<file path="config.mk">
export PLATFORM = sky130hd
export DESIGN_NAME = am_mixer
export DESIGN_NICKNAME = d
export VERILOG_FILES = /design/src/rtl/am_pkg.sv /design/src/rtl/am_mixer_pipe_ctrl.sv /design/src/rtl/am_mixer.sv
export SDC_FILE = /design/constraint.sdc
export NUM_CORES = 1
export LEC_CHECK = 0
export CORE_UTILIZATION = 25
export CTS_CLUSTER_DIAMETER = 40
export CTS_CLUSTER_SIZE = 40
export DETAILED_ROUTE_END_ITERATION = 10
export GPL_TIMING_DRIVEN = 0
export MAX_ROUTING_LAYER = met4
export SLEW_MARGIN = 20
export SYNTH_ARGS = -nofsm -noshare
export SYNTH_HDL_FRONTEND = slang
export SYNTH_SLANG_ARGS = --single-unit
</file>
<file path="constraint.sdc">
create_clock -name i_clk -period 6.65 [get_ports i_clk]
set_input_delay 1.33 -clock i_clk [delete_from_list [all_inputs] [get_ports i_clk]]
set_output_delay 1.33 -clock i_clk [all_outputs]
set_load 0.01 [all_outputs]
</file>
<file path="src/rtl/am_pkg.sv">
// Shared constants and helpers for the AM mixer datapath.
`timescale 1ns/1ps
package am_pkg;

    localparam int SAMPLE_W   = 12;
    localparam int MIDSCALE   = 2048;
    localparam int ENV_UNITY  = 256;
    localparam int ENV_W      = 10;
    localparam int ENV_SHIFT  = 11;
    localparam int OUT_SHIFT  = 9;
    localparam int SAMPLE_MIN = 0;
    localparam int SAMPLE_MAX = 4095;

    function automatic int clamp_sample(input int v);
        if (v < SAMPLE_MIN) return SAMPLE_MIN;
        if (v > SAMPLE_MAX) return SAMPLE_MAX;
        return v;
    endfunction

endpackage

</file>
<file path="src/rtl/am_mixer_pipe_ctrl.sv">
// Generic N-stage valid/ready occupancy controller.
`timescale 1ns/1ps
module pipe_ctrl #(
    parameter int N = 3
) (
    input  logic         i_clk,
    input  logic         i_rst,
    input  logic         i_valid,
    input  logic         i_ready,
    output logic         o_ready,
    output logic [N-1:0] o_load,
    output logic         o_valid
);

    logic [N-1:0] v_q;
    logic [N-1:0] v_d;
    logic [N-1:0] src;
    logic [N:0]   rdy;

    // rdy[i]: stage i can take a new beat this cycle
    always_comb begin
        rdy    = '0;
        rdy[N] = i_ready;
        for (int i = N - 1; i >= 0; i--) begin
            rdy[i] = !v_q[i] || rdy[i+1];
        end
        src    = {v_q[N-2:0], i_valid};
        v_d    = v_q;
        for (int i = 0; i < N; i++) begin
            if (rdy[i]) v_d[i] = src[i];
        end
        o_load = rdy[N-1:0] & src;
    end

    always_ff @(posedge i_clk) begin
        if (i_rst) v_q <= '0;
        else       v_q <= v_d;
    end

    assign o_ready = rdy[0];
    assign o_valid = v_q[N-1];

endmodule

</file>
<file path="src/rtl/am_mixer.sv">
// AM product carrier * (1 + k*message), 3-stage valid/ready pipeline.
`timescale 1ns/1ps
module am_mixer
    import am_pkg::*;
#(
    parameter int DATA_W    = SAMPLE_W,
    parameter int MOD_W     = 8,
    parameter int MOD_INDEX = 128
) (
    input  logic              i_clk,
    input  logic              i_rst,
    input  logic [DATA_W-1:0] i_msg,
    input  logic [DATA_W-1:0] i_carrier,
    input  logic              i_mod_en,
    input  logic              i_valid,
    output logic              o_ready,
    output logic [DATA_W-1:0] o_sample,
    output logic              o_valid,
    input  logic              i_ready
);

    localparam int MP_W = DATA_W + MOD_W + 1;
    localparam int PR_W = DATA_W + ENV_W + 1;
    localparam int Y_W  = PR_W - OUT_SHIFT + 1;

    localparam logic [DATA_W-1:0]       MID = DATA_W'(MIDSCALE);
    localparam logic signed [MOD_W:0]   K   = (MOD_W + 1)'(MOD_INDEX);

    logic [2:0] ld;

    pipe_ctrl #(.N(3)) u_ctrl (
        .i_clk   (i_clk),
        .i_rst   (i_rst),
        .i_valid (i_valid),
        .i_ready (i_ready),
        .o_ready (o_ready),
        .o_load  (ld),
        .o_valid (o_valid)
    );

    // S1: remove offset, scale message by k
    logic signed [DATA_W-1:0] msg_s;
    logic signed [DATA_W-1:0] car_s;
    logic signed [MP_W-1:0]   mprod_d;
    logic signed [MP_W-1:0]   mprod_q;
    logic signed [DATA_W-1:0] car_q;
    logic                     en_q;

    assign msg_s   = signed'(i_msg - MID);
    assign car_s   = signed'(i_carrier - MID);
    assign mprod_d = MP_W'(msg_s) * MP_W'(K);

    always_ff @(posedge i_clk) begin
        if (i_rst) begin
            mprod_q <= '0;
            car_q   <= '0;
            en_q    <= 1'b0;
        end else if (ld[0]) begin
            mprod_q <= mprod_d;
            car_q   <= car_s;
            en_q    <= i_mod_en;
        end
    end

    // S2: envelope and carrier product
    logic signed [MP_W-1:0] env_full;
    logic [ENV_W-1:0]       env;
    logic signed [PR_W-1:0] prod_d;
    logic signed [PR_W-1:0] prod_q;

    assign env_full = MP_W'(ENV_UNITY) + (mprod_q >>> ENV_SHIFT);
    assign env      = en_q ? env_full[ENV_W-1:0] : ENV_W'(ENV_UNITY);
    assign prod_d   = PR_W'(car_q) * PR_W'($signed({1'b0, env}));

    always_ff @(posedge i_clk) begin
        if (i_rst)      prod_q <= '0;
        else if (ld[1]) prod_q <= prod_d;
    end

    // S3: rescale, restore offset, clamp
    logic signed [PR_W-1:0] prod_sh;
    logic signed [Y_W-1:0]  y_full;
    logic [DATA_W-1:0]      y_clamped;

    assign prod_sh   = prod_q >>> OUT_SHIFT;
    assign y_full    = Y_W'(prod_sh) + Y_W'(MIDSCALE);
    assign y_clamped = DATA_W'(clamp_sample(int'(y_full)));

    always_ff @(posedge i_clk) begin
        if (i_rst)      o_sample <= MID;
        else if (ld[2]) o_sample <= y_clamped;
    end

endmodule

</file>
# Yosys cells after proc, flatten, opt, wreduce, memory -nomap -nowiden

Cells that the tools add are included.

Register bits: 63
Input bits: 29
Output and inout port bits: 14
Word-level logic and storage cells: 29

$mul: 1
Reductions and logical operators: 6
Muxes and demuxes: 7
Bitwise logic cells: 1
Add/subtract/negate cells: 4
Magnitude comparators: 2

Operators by type and width:

| operator                                                               | number |
|---|---|
| 12-bit 2-to-1 mux                                                      | 3 |
| 12-bit subtractor, second input constant                               | 2 |
| 12-bit by 11-bit multiplier with 23-bit output                         | 1 |
| 14-bit by 13-bit adder with 15-bit output, second input constant       | 1 |
| 15-bit by 13-bit > comparator with 1-bit output, second input constant | 1 |
| 15-bit by 1-bit < comparator with 1-bit output, second input constant  | 1 |
| 10-bit by 8-bit adder with 10-bit output, first input constant         | 1 |
| 10-bit 2-to-1 mux                                                      | 1 |
| 3-bit bitwise AND                                                      | 1 |
| 1-bit logical NOT                                                      | 3 |
| 1-bit logical OR                                                       | 3 |
| 1-bit 2-to-1 mux                                                       | 3 |

# Logic depth before layout (Yosys ltp)

Gate-level depths: netlist of run 1.

Depth in word-level cells: 6
Depth in mapped cells: 22
Gate-level depth less buffers: 20

# Modules after synthesis

Synthesis of run 1 repeated with hierarchy kept, for this count alone.

Cell total of the unflattened synthesis: 749
Area total of the unflattened synthesis: 6396.1 µm²

Modules (own cells, without submodules):

| module    | times used | area each (µm²) | cells each | seq. area each (µm²) |
|---|---|---|---|---|
| am_mixer  | 1          | 6262.3          | 734        | 940.9 |
| pipe_ctrl | 1          | 133.9           | 15         | 60.1 |

# Worst setup path after synthesis of run 1

Ideal clock, no wire load.

Path kind: reg-to-reg
Start point: reg en_q
End point: reg prod_q[20]
Arrival: 5.350 ns
Library setup time: 0.095 ns
Path slack: 1.205 ns
Stages on the path, launching flop included: 20
Buffers on the path: 2
Period minus slack after synthesis: 5.445 ns
Data required time: 6.555 ns
Cell sequence: dfxtp_1 > clkbuf_1 > and2_1 > clkbuf_1 > nand2_1 > fa_1 > inv_1 > fa_1 > fa_1 > fa_1 > inv_1 > fa_1 > inv_1 > ha_1 > a21oi_1 > o21ai_0 > a2111oi_2 > a211oi_1 > or4_1 > o311ai_1

Word-level cells in the longest chain between the ends: 2

RTL lines:

| item                                           | RTL line       | source |
|---|---|---|
| start, declared                                | am_mixer.sv:47 | `logic en_q;` |
| start signal, assigned                         | am_mixer.sv:61 | `en_q <= i_mod_en;` |
| 10-bit 2-to-1 mux                              | am_mixer.sv:72 | `assign env = en_q ? env_full[ENV_W-1:0] : ENV_W'(ENV_UNITY);` |
| 12-bit by 11-bit multiplier with 23-bit output | am_mixer.sv:73 | `assign prod_d = PR_W'(car_q) * PR_W'($signed({1'b0, env}));` |
| end signal, assigned                           | am_mixer.sv:77 | `else if (ld[1]) prod_q <= prod_d;` |
| end, declared                                  | am_mixer.sv:69 | `logic signed [PR_W-1:0] prod_q;` |

No other way between the ends.
A chain may end at the register's enable or synchronous reset.

# Worst setup path after layout of run 1

Same ends and word-level chain as after synthesis.

==> results of run 1 <==
metal layers:
| metal | part of all wire, % | track usage, % | routed length (um) |
|---|---|---|---|
| met5 | 0 | - | 0 |
| met4 | 0.81 | 2.14 | 127 |
| met3 | 3.6 | 1.28 | 571 |
| met2 | 48 | 21.6 | 7580 |
| met1 | 47 | 17.7 | 7450 |
per-stage QoR:
stage	hold slack (ns)	area [um^2]	util, %	power (mW)	setup slack [ns]
after global routing	0.471	7310	29.1	0.825	0.0609
final	0.455	7310	29.1	0.782	0.368
after floorplan	0.448	6370	-	0.447	1.20
after CTS	0.460	7320	29.1	0.785	0.162
after detailed placement	0.449	7160	28.5	0.515	0.211
after global placement	0.443	7160	28.5	0.513	0.277
registers in the layout (all words and copies together) (netlist names):
| register | count |
|---|---|
| car_q | 12 |
| en_q | 1 |
| mprod_q | 8 |
| u_ctrl.v_q | 3 |
| o_sample | 12 |
| prod_q | 14 |
area by class of cell:
cell class / count / area [um^2] / share of cell area [%]
multi-input cells: 526 / 4670 / 63.8
flip-flops and latches: 50 / 1000 / 13.7
inverters: 146 / 548 / 7.49
well taps: 330 / 413 / 5.65
repair buffers: 38 / 380 / 5.20
plain buffers: 38 / 148 / 2.02
clock buffers: 5 / 125 / 1.71
clock inverters: 3 / 28.8 / 0.394
layout by cell type, fill, tap and decap left out, types with 3 or more instances in the layout:
cell type,n
sky130_fd_sc_hd__xnor2_1,8
sky130_fd_sc_hd__or3_1,3
sky130_fd_sc_hd__mux2i_1,5
sky130_fd_sc_hd__ha_1,50
sky130_fd_sc_hd__nand2b_1,5
sky130_fd_sc_hd__nor3_1,11
sky130_fd_sc_hd__a21o_1,4
sky130_fd_sc_hd__a31oi_1,3
sky130_fd_sc_hd__and2_1,17
sky130_fd_sc_hd__o21ai_0,22
sky130_fd_sc_hd__nand4_1,6
sky130_fd_sc_hd__and3_1,32
sky130_fd_sc_hd__o211ai_1,4
sky130_fd_sc_hd__o21a_1,4
sky130_fd_sc_hd__and3_2,5
sky130_fd_sc_hd__a21oi_1,48
sky130_fd_sc_hd__nand3_1,10
sky130_fd_sc_hd__nand2_1,122
sky130_fd_sc_hd__buf_2,3
sky130_fd_sc_hd__clkdlybuf4s50_1,38
sky130_fd_sc_hd__inv_1,146
sky130_fd_sc_hd__dfxtp_1,50
sky130_fd_sc_hd__nand3b_1,7
sky130_fd_sc_hd__or4_1,3
sky130_fd_sc_hd__clkbuf_16,5
sky130_fd_sc_hd__o21bai_1,3
sky130_fd_sc_hd__clkbuf_1,33
sky130_fd_sc_hd__a211oi_1,4
sky130_fd_sc_hd__fa_1,99
sky130_fd_sc_hd__nor2_1,20
synth_stat cells, types with 2 or more instances:
master	number	share of area, %
sky130_fd_sc_hd__buf_2	3	0.24
sky130_fd_sc_hd__o21bai_1	3	0.35
sky130_fd_sc_hd__o31ai_1	2	0.24
sky130_fd_sc_hd__nor3_1	11	0.86
sky130_fd_sc_hd__and3_1	32	3.1
sky130_fd_sc_hd__xnor2_1	8	1.1
sky130_fd_sc_hd__fa_1	99	31
sky130_fd_sc_hd__o211ai_1	4	0.47
sky130_fd_sc_hd__and2_1	17	1.7
sky130_fd_sc_hd__nand2b_1	5	0.49
sky130_fd_sc_hd__nor2_1	20	1.2
sky130_fd_sc_hd__a21o_1	4	0.47
sky130_fd_sc_hd__clkbuf_1	36	2.1
sky130_fd_sc_hd__or3_1	3	0.29
sky130_fd_sc_hd__nand3_1	10	0.79
sky130_fd_sc_hd__or4_1	3	0.35
sky130_fd_sc_hd__and3_2	5	0.59
sky130_fd_sc_hd__and4_1	2	0.27
sky130_fd_sc_hd__a211oi_1	4	0.47
sky130_fd_sc_hd__a21oi_1	48	3.8
sky130_fd_sc_hd__nand2_1	122	7.2
sky130_fd_sc_hd__dfxtp_1	50	16
sky130_fd_sc_hd__a31oi_1	3	0.29
sky130_fd_sc_hd__ha_1	50	9.8
sky130_fd_sc_hd__o21a_1	4	0.47
sky130_fd_sc_hd__nor2b_1	2	0.20
sky130_fd_sc_hd__o21ai_0	22	1.7
sky130_fd_sc_hd__o2111ai_1	2	0.27
sky130_fd_sc_hd__nand4_1	6	0.59
sky130_fd_sc_hd__mux2i_1	5	0.79
sky130_fd_sc_hd__nand3b_1	7	0.82
sky130_fd_sc_hd__nor4b_1	2	0.27
sky130_fd_sc_hd__o211a_1	2	0.31
sky130_fd_sc_hd__inv_1	146	8.6
worst min-delay path, stage by stage (launching register included):
cell                      delay [ns]
sky130_fd_sc_hd__dfxtp_1        0.31
sky130_fd_sc_hd__nand2_1        0.05
sky130_fd_sc_hd__a21oi_1        0.05
worst max path at each step:
stage	from	endpoint	slack, ns	cells past startpoint
after floorplan	en_q	prod_q[20]	1.20	19
after global placement	en_q	prod_q[20]	0.28	19
after detailed placement	en_q	prod_q[20]	0.21	19
after CTS	en_q	prod_q[20]	0.16	19
after global routing	en_q	prod_q[20]	0.06	18
final	en_q	prod_q[20]	0.37	18
logic make-up after synthesis:
group / Yosys count / share of synthesized area, %
buffers and inverters: 186 / 11.0
AO/OA/AOI/OAI: 112 / 11.0
XOR/XNOR: 8 / 1.10
multiplexers: 5 / 0.786
adder cells (fa/ha/maj): 149 / 40.9
AND/OR/NAND/NOR: 252 / 19.4
flip-flops: 50 / 15.7
power by group through the flow:
stage | combinational (mW) | sequential [mW] | clock, mW
floorplan | 0.117 | 0.330 | 0
global placement | 0.179 | 0.334 | 0
detailed placement | 0.181 | 0.334 | 0
CTS | 0.182 | 0.327 | 0.276
global route | 0.205 | 0.329 | 0.290
finish | 0.181 | 0.327 | 0.274
timing repair:
item                                    in CTS  in global routing
endpoints found under the setup margin       0                  2
hold buffers                                 0                  0
buffers inserted                             0                  0
gates resized for setup                      0                  2
==> results.cfg, run 1 <==
[cts]
cts_num_sinks = 50
tritoncts_clock_tree = built
clock_transition_at_the_registers_of_the_reported_paths_ns = 0.08
worst_skew_pair.late_latency_ns = 0.30
cts.path.max_buffers = 2
cts-root-buf = sky130_fd_sc_hd__clkbuf_16
htree_num_levels = 2
tritoncts.num_buffers = 5

[pwr]
combPwrFrac_pct = 23.1
leakage_nw = 3.56
power_frac_clock_pct = 35.0
p_per_area_nw_per_um2 = 107
seq_power_share_pct = 41.9
power.switching_fraction_pct = 32.3
power_report.internal_total_uw = 529
switchingPower_uw = 252
peakVddDrop_v = 0.000107

[sta]
finalClockSkew_ns = 0.00797
final_critical_path_required_period_ns = 6.28
hold_viol = 0
fin_max_slew_vios = 0
final-setup-viol-count = 0
setup_tns_ns = 0
final_min_period_over_clock_period_pct = 94.5
achievable-frequency_mhz = 159
worstMarginPinSlew_ns = 0.774
slew_headroom_pct = 48.2
grt_setup_unrepaired = no

[synthesis]
yosysWarnings = 0
post_synthesis_instance_total = 762
synth_edf_count = 0
syn_area_um2 = 6370
synth_seq_area_share_pct = 15.7
ys_seq_elements = 50
postSynth.topFlopCell = sky130_fd_sc_hd__dfxtp_1
syn_area_per_cell_um2 = 8.36
ys_types = 54
postSynthNetCount = 940
share_of_async_settable_or_async_resettable_flops_after_synthesis_pct = 0

[placed_design]
dp_hpwl_um = 12900
place_inst = 1130
gp_routability_congestion = 0.878
io_buffer_count = 38

[finish]
syn2layout_area_growth_pct = 14.8
drive_above_1_share_pct = 2.98
insertedDiodeCount = 0
fin_nets = 983
finalNonFillerCells = 1136
layout.filler_cells = 2691

[critical_path]
worstPathRequired_ns = 6.85
startpoint_type = flop
crit_top_cell = sky130_fd_sc_hd__fa_1
path_cells = clkbuf_2, and2_1, nand2_1, fa_1, inv_1, fa_1, fa_1, fa_1, inv_1, fa_1, inv_1, ha_1, a21oi_1, o21ai_0, a2111oi_2, a211oi_1, or4_1, o311ai_1
r2r_startpoint = en_q
worst_ep_arrival_time_ns = 6.48
critical_path_class = reg -> reg
cp.buffers_inverters = 4
setup.reg_to_reg.worst_slack_ns = 0.37
critical_path_peak_fanout = 10
critical_path.reg2reg.endpoint = prod_q[20]
max_stage_delay_ns = 0.56
cp_top_family = adder cells
timing.critical_path.slowest_stage_cell = sky130_fd_sc_hd__dfxtp_1
timing.critical_path.to_type = flop
r2r_cells = 18

[floorplan]
start_util_pct = 25.4
fp-row-count = 58
design.die.area_um2 = 26100
dieHeight_um = 162
floorplan.io_pins = 43
floorplan.core_area_um2 = 25100
die_width_um = 162

[detailed_routing]
routed_via_density = 4.57
wl_um = 15700
drt_iter0_markers = 346
remaining_drc_errors = 0
average_routed_wire_per_standard_cell_um = 13.8
drt_first_pass_iters = 4
ant_nets = 0
detailroute.via_count = 5189

[min_path]
holdCritStartpoint = o_sample[9]
timing.hold.worst_path_depth = 2
hold_class = reg -> reg
min_delay_worst_endpoint = o_sample[9]

[outcome]
outcome = completed

[job]
max_cap_violations = 0

[grt]
grt_pass1_wl_um = 26900
global_route.usage.total_pct = 13.1
globalRoute.totalOverflow = 0
grt_max_degree = 19
first_global_vias = 5269
grt_antenna_before_repair = 0
(Power assumes the default switching activity.)
==> inputs of run 2 (changes only) <==
- CORE_MARGIN: default -> 2
==> run 2 against run 1 <==
- first-iteration DRC count down 21%
- clock power about the same
- sequential power about the same
- total power down 0.46%
- setup slack lost 0.013 ns
- clock-buffer cell count did not move
- sequential share of layout area about the same
- die area up 2.5%
- sequential cell count did not move
- critical path type unchanged
- largest power group unchanged
- highest routed layer unchanged
==> results.cfg, run 2 (same netlist as run 1, synthesis figures left out) <==
[detailed_routing]
routed_via_density = 4.56
wl_um = 15900
remaining_drc_errors = 0
average_routed_wire_per_standard_cell_um = 14.0
ant_nets = 0
detailroute.via_count = 5188
drt_first_pass_iters = 5
drt_iter0_markers = 272

[finish]
stdcell_area_um2 = 7310
mostFrequentLayoutCells = 146 x sky130_fd_sc_hd__inv_1, 122 x sky130_fd_sc_hd__nand2_1, 99 x sky130_fd_sc_hd__fa_1
mostFrequentLayoutCell = sky130_fd_sc_hd__inv_1
layout.filler_cells = 2712
fin_nets = 984
insertedDiodeCount = 0
largestRegisters = prod_q: 14 flops, car_q: 12 flops, o_sample: 12 flops
drive_above_1_share_pct = 2.85
finalNonFillerCells = 1137
syn2layout_area_growth_pct = 14.8
largest_register_ffs = 14
registers.top_by_ff_count = prod_q

[floorplan]
dieHeight_um = 164
start_util_pct = 25.4
floorplan.io_pins = 43
floorplan.core_area_um2 = 25100
fp-row-count = 58
die_width_um = 164
design.die.area_um2 = 26800

[sta]
final_critical_path_required_period_ns = 6.30
hold_ws_ns = 0.454
final_min_period_over_clock_period_pct = 94.7
grt_setup_unrepaired = no
hold_viol = 0
setup_tns_ns = 0
fin_max_slew_vios = 0
achievable-frequency_mhz = 159
worstMarginPinSlew_ns = 0.750
finalClockSkew_ns = 0.00766
final-setup-viol-count = 0
slew_headroom_pct = 49.8

[grt]
grt_pass1_wl_um = 27100
grt_antenna_before_repair = 0
use_met2_pct = 21.4
grtUsageMet3_pct = 1.07
gr-usage-met1_pct = 17.3
first_global_vias = 5338
grt_max_degree = 19
globalRoute.totalOverflow = 0
global_route.usage.total_pct = 12.8
gr-max-usage-layer = met2

[critical_path]
max_stage_delay_ns = 0.55
critical_path_peak_fanout = 10
critical_path_class = reg -> reg
crit_top_cell = sky130_fd_sc_hd__fa_1
worst_ep_arrival_time_ns = 6.51
worstPathRequired_ns = 6.86
timing.critical_path.slowest_stage_cell = sky130_fd_sc_hd__dfxtp_1
path_cells = clkbuf_1, and2_1, nand2_1, fa_1, inv_1, fa_1, fa_1, fa_1, inv_1, fa_1, inv_1, ha_1, a21oi_1, o21ai_0, a2111oi_2, a211oi_1, or4_1, o311ai_1
startpoint_type = flop
timing.critical_path.to_type = flop

[placed_design]
gp_routability_congestion = 0.876
dp_hpwl_um = 13100
place_inst = 1130
place_area_um2 = 7160
io_buffer_count = 38

[pwr]
leakage_nw = 3.56
design_power_total_uw = 778
p_per_area_nw_per_um2 = 106
peakVddDrop_v = 0.0000979

[cts]
clock_transition_at_the_registers_of_the_reported_paths_ns = 0.07
postCtsHoldBufs = 0
htree_num_levels = 2
tritoncts_clock_tree = built
cts_num_sinks = 50
cts.path.max_buffers = 2
worst_skew_pair.late_latency_ns = 0.30
cts_post_setup_buffers_inserted = 0
tritoncts.num_buffers = 5
cts-root-buf = sky130_fd_sc_hd__clkbuf_16

[outcome]
outcome = completed

[job]
max_cap_violations = 0

[min_path]
hold_class = reg -> reg
==> run 2: layer usage <==
metal  vias to the layer above  routed length (um)
met5                         -                   0
met2                       101                7760
met3                        14                 600
met1                      2564                7370
met4                         0                 156
li1                       2509                   -
==> run 2: critical path: cells and delay by family, from the launching register on <==
family	cells	cell delay [ns]
DFF	1	0.55
adders and majority gates	6	3.00
buffers and inverters	4	0.48
AOI/OAI and AO/OA	5	1.09
and+or+nand+nor	3	1.07
==> run 2: stage by stage <==
stage / worst slack [ns] / utilization, %
after floorplan: 1.20 / -
after global placement: 0.295 / 28.5
after detailed placement: 0.288 / 28.5
after CTS: 0.233 / 29.1
after global routing: 0.0261 / 29.1
final: 0.355 / 29.1
==> run 2: cell type report <==
class                      instances  area, um^2  share of cell area, %
multi-input combinational        526        4670                   63.8
tap                              330         413                   5.64
inverter                         146         548                   7.49
clock buffer                       5         125                   1.71
sequential                        50        1000                   13.7
buffer                            39         150                   2.05
timing repair buffer              38         380                   5.20
clock inverter                     3        28.8                  0.393
==> run 2: power by group <==
group | internal (mW) | leakage [nW] | total, mW | switching (mW)
Sequential | 0.314 | 0.409 | 0.327 | 0.0126
Combinational | 0.0713 | 3.08 | 0.181 | 0.110
Clock | 0.144 | 0.0759 | 0.271 | 0.127
==> run 2: final timing paths <==
check	from	endpoint	slack [ns]	depth (start not counted)
max	en_q	prod_q[20]	0.35	18
min reg2reg	o_sample[4]	o_sample[4]	0.45	2
max reg2reg	en_q	prod_q[20]	0.35	18
min	o_sample[4]	o_sample[4]	0.45	2
==> run 2: timing repair <==
action | in CTS | in global routing
setup endpoints to repair | 0 | 2
gates resized for setup | 0 | 0
endpoints found under the hold margin | 0 | 0
==> inputs of run 3 (changes only) <==
- HOLD_SLACK_MARGIN: default -> 0.08
==> results of run 3 <==
The final DEF is identical to that of run 2; final timing and power are the same.
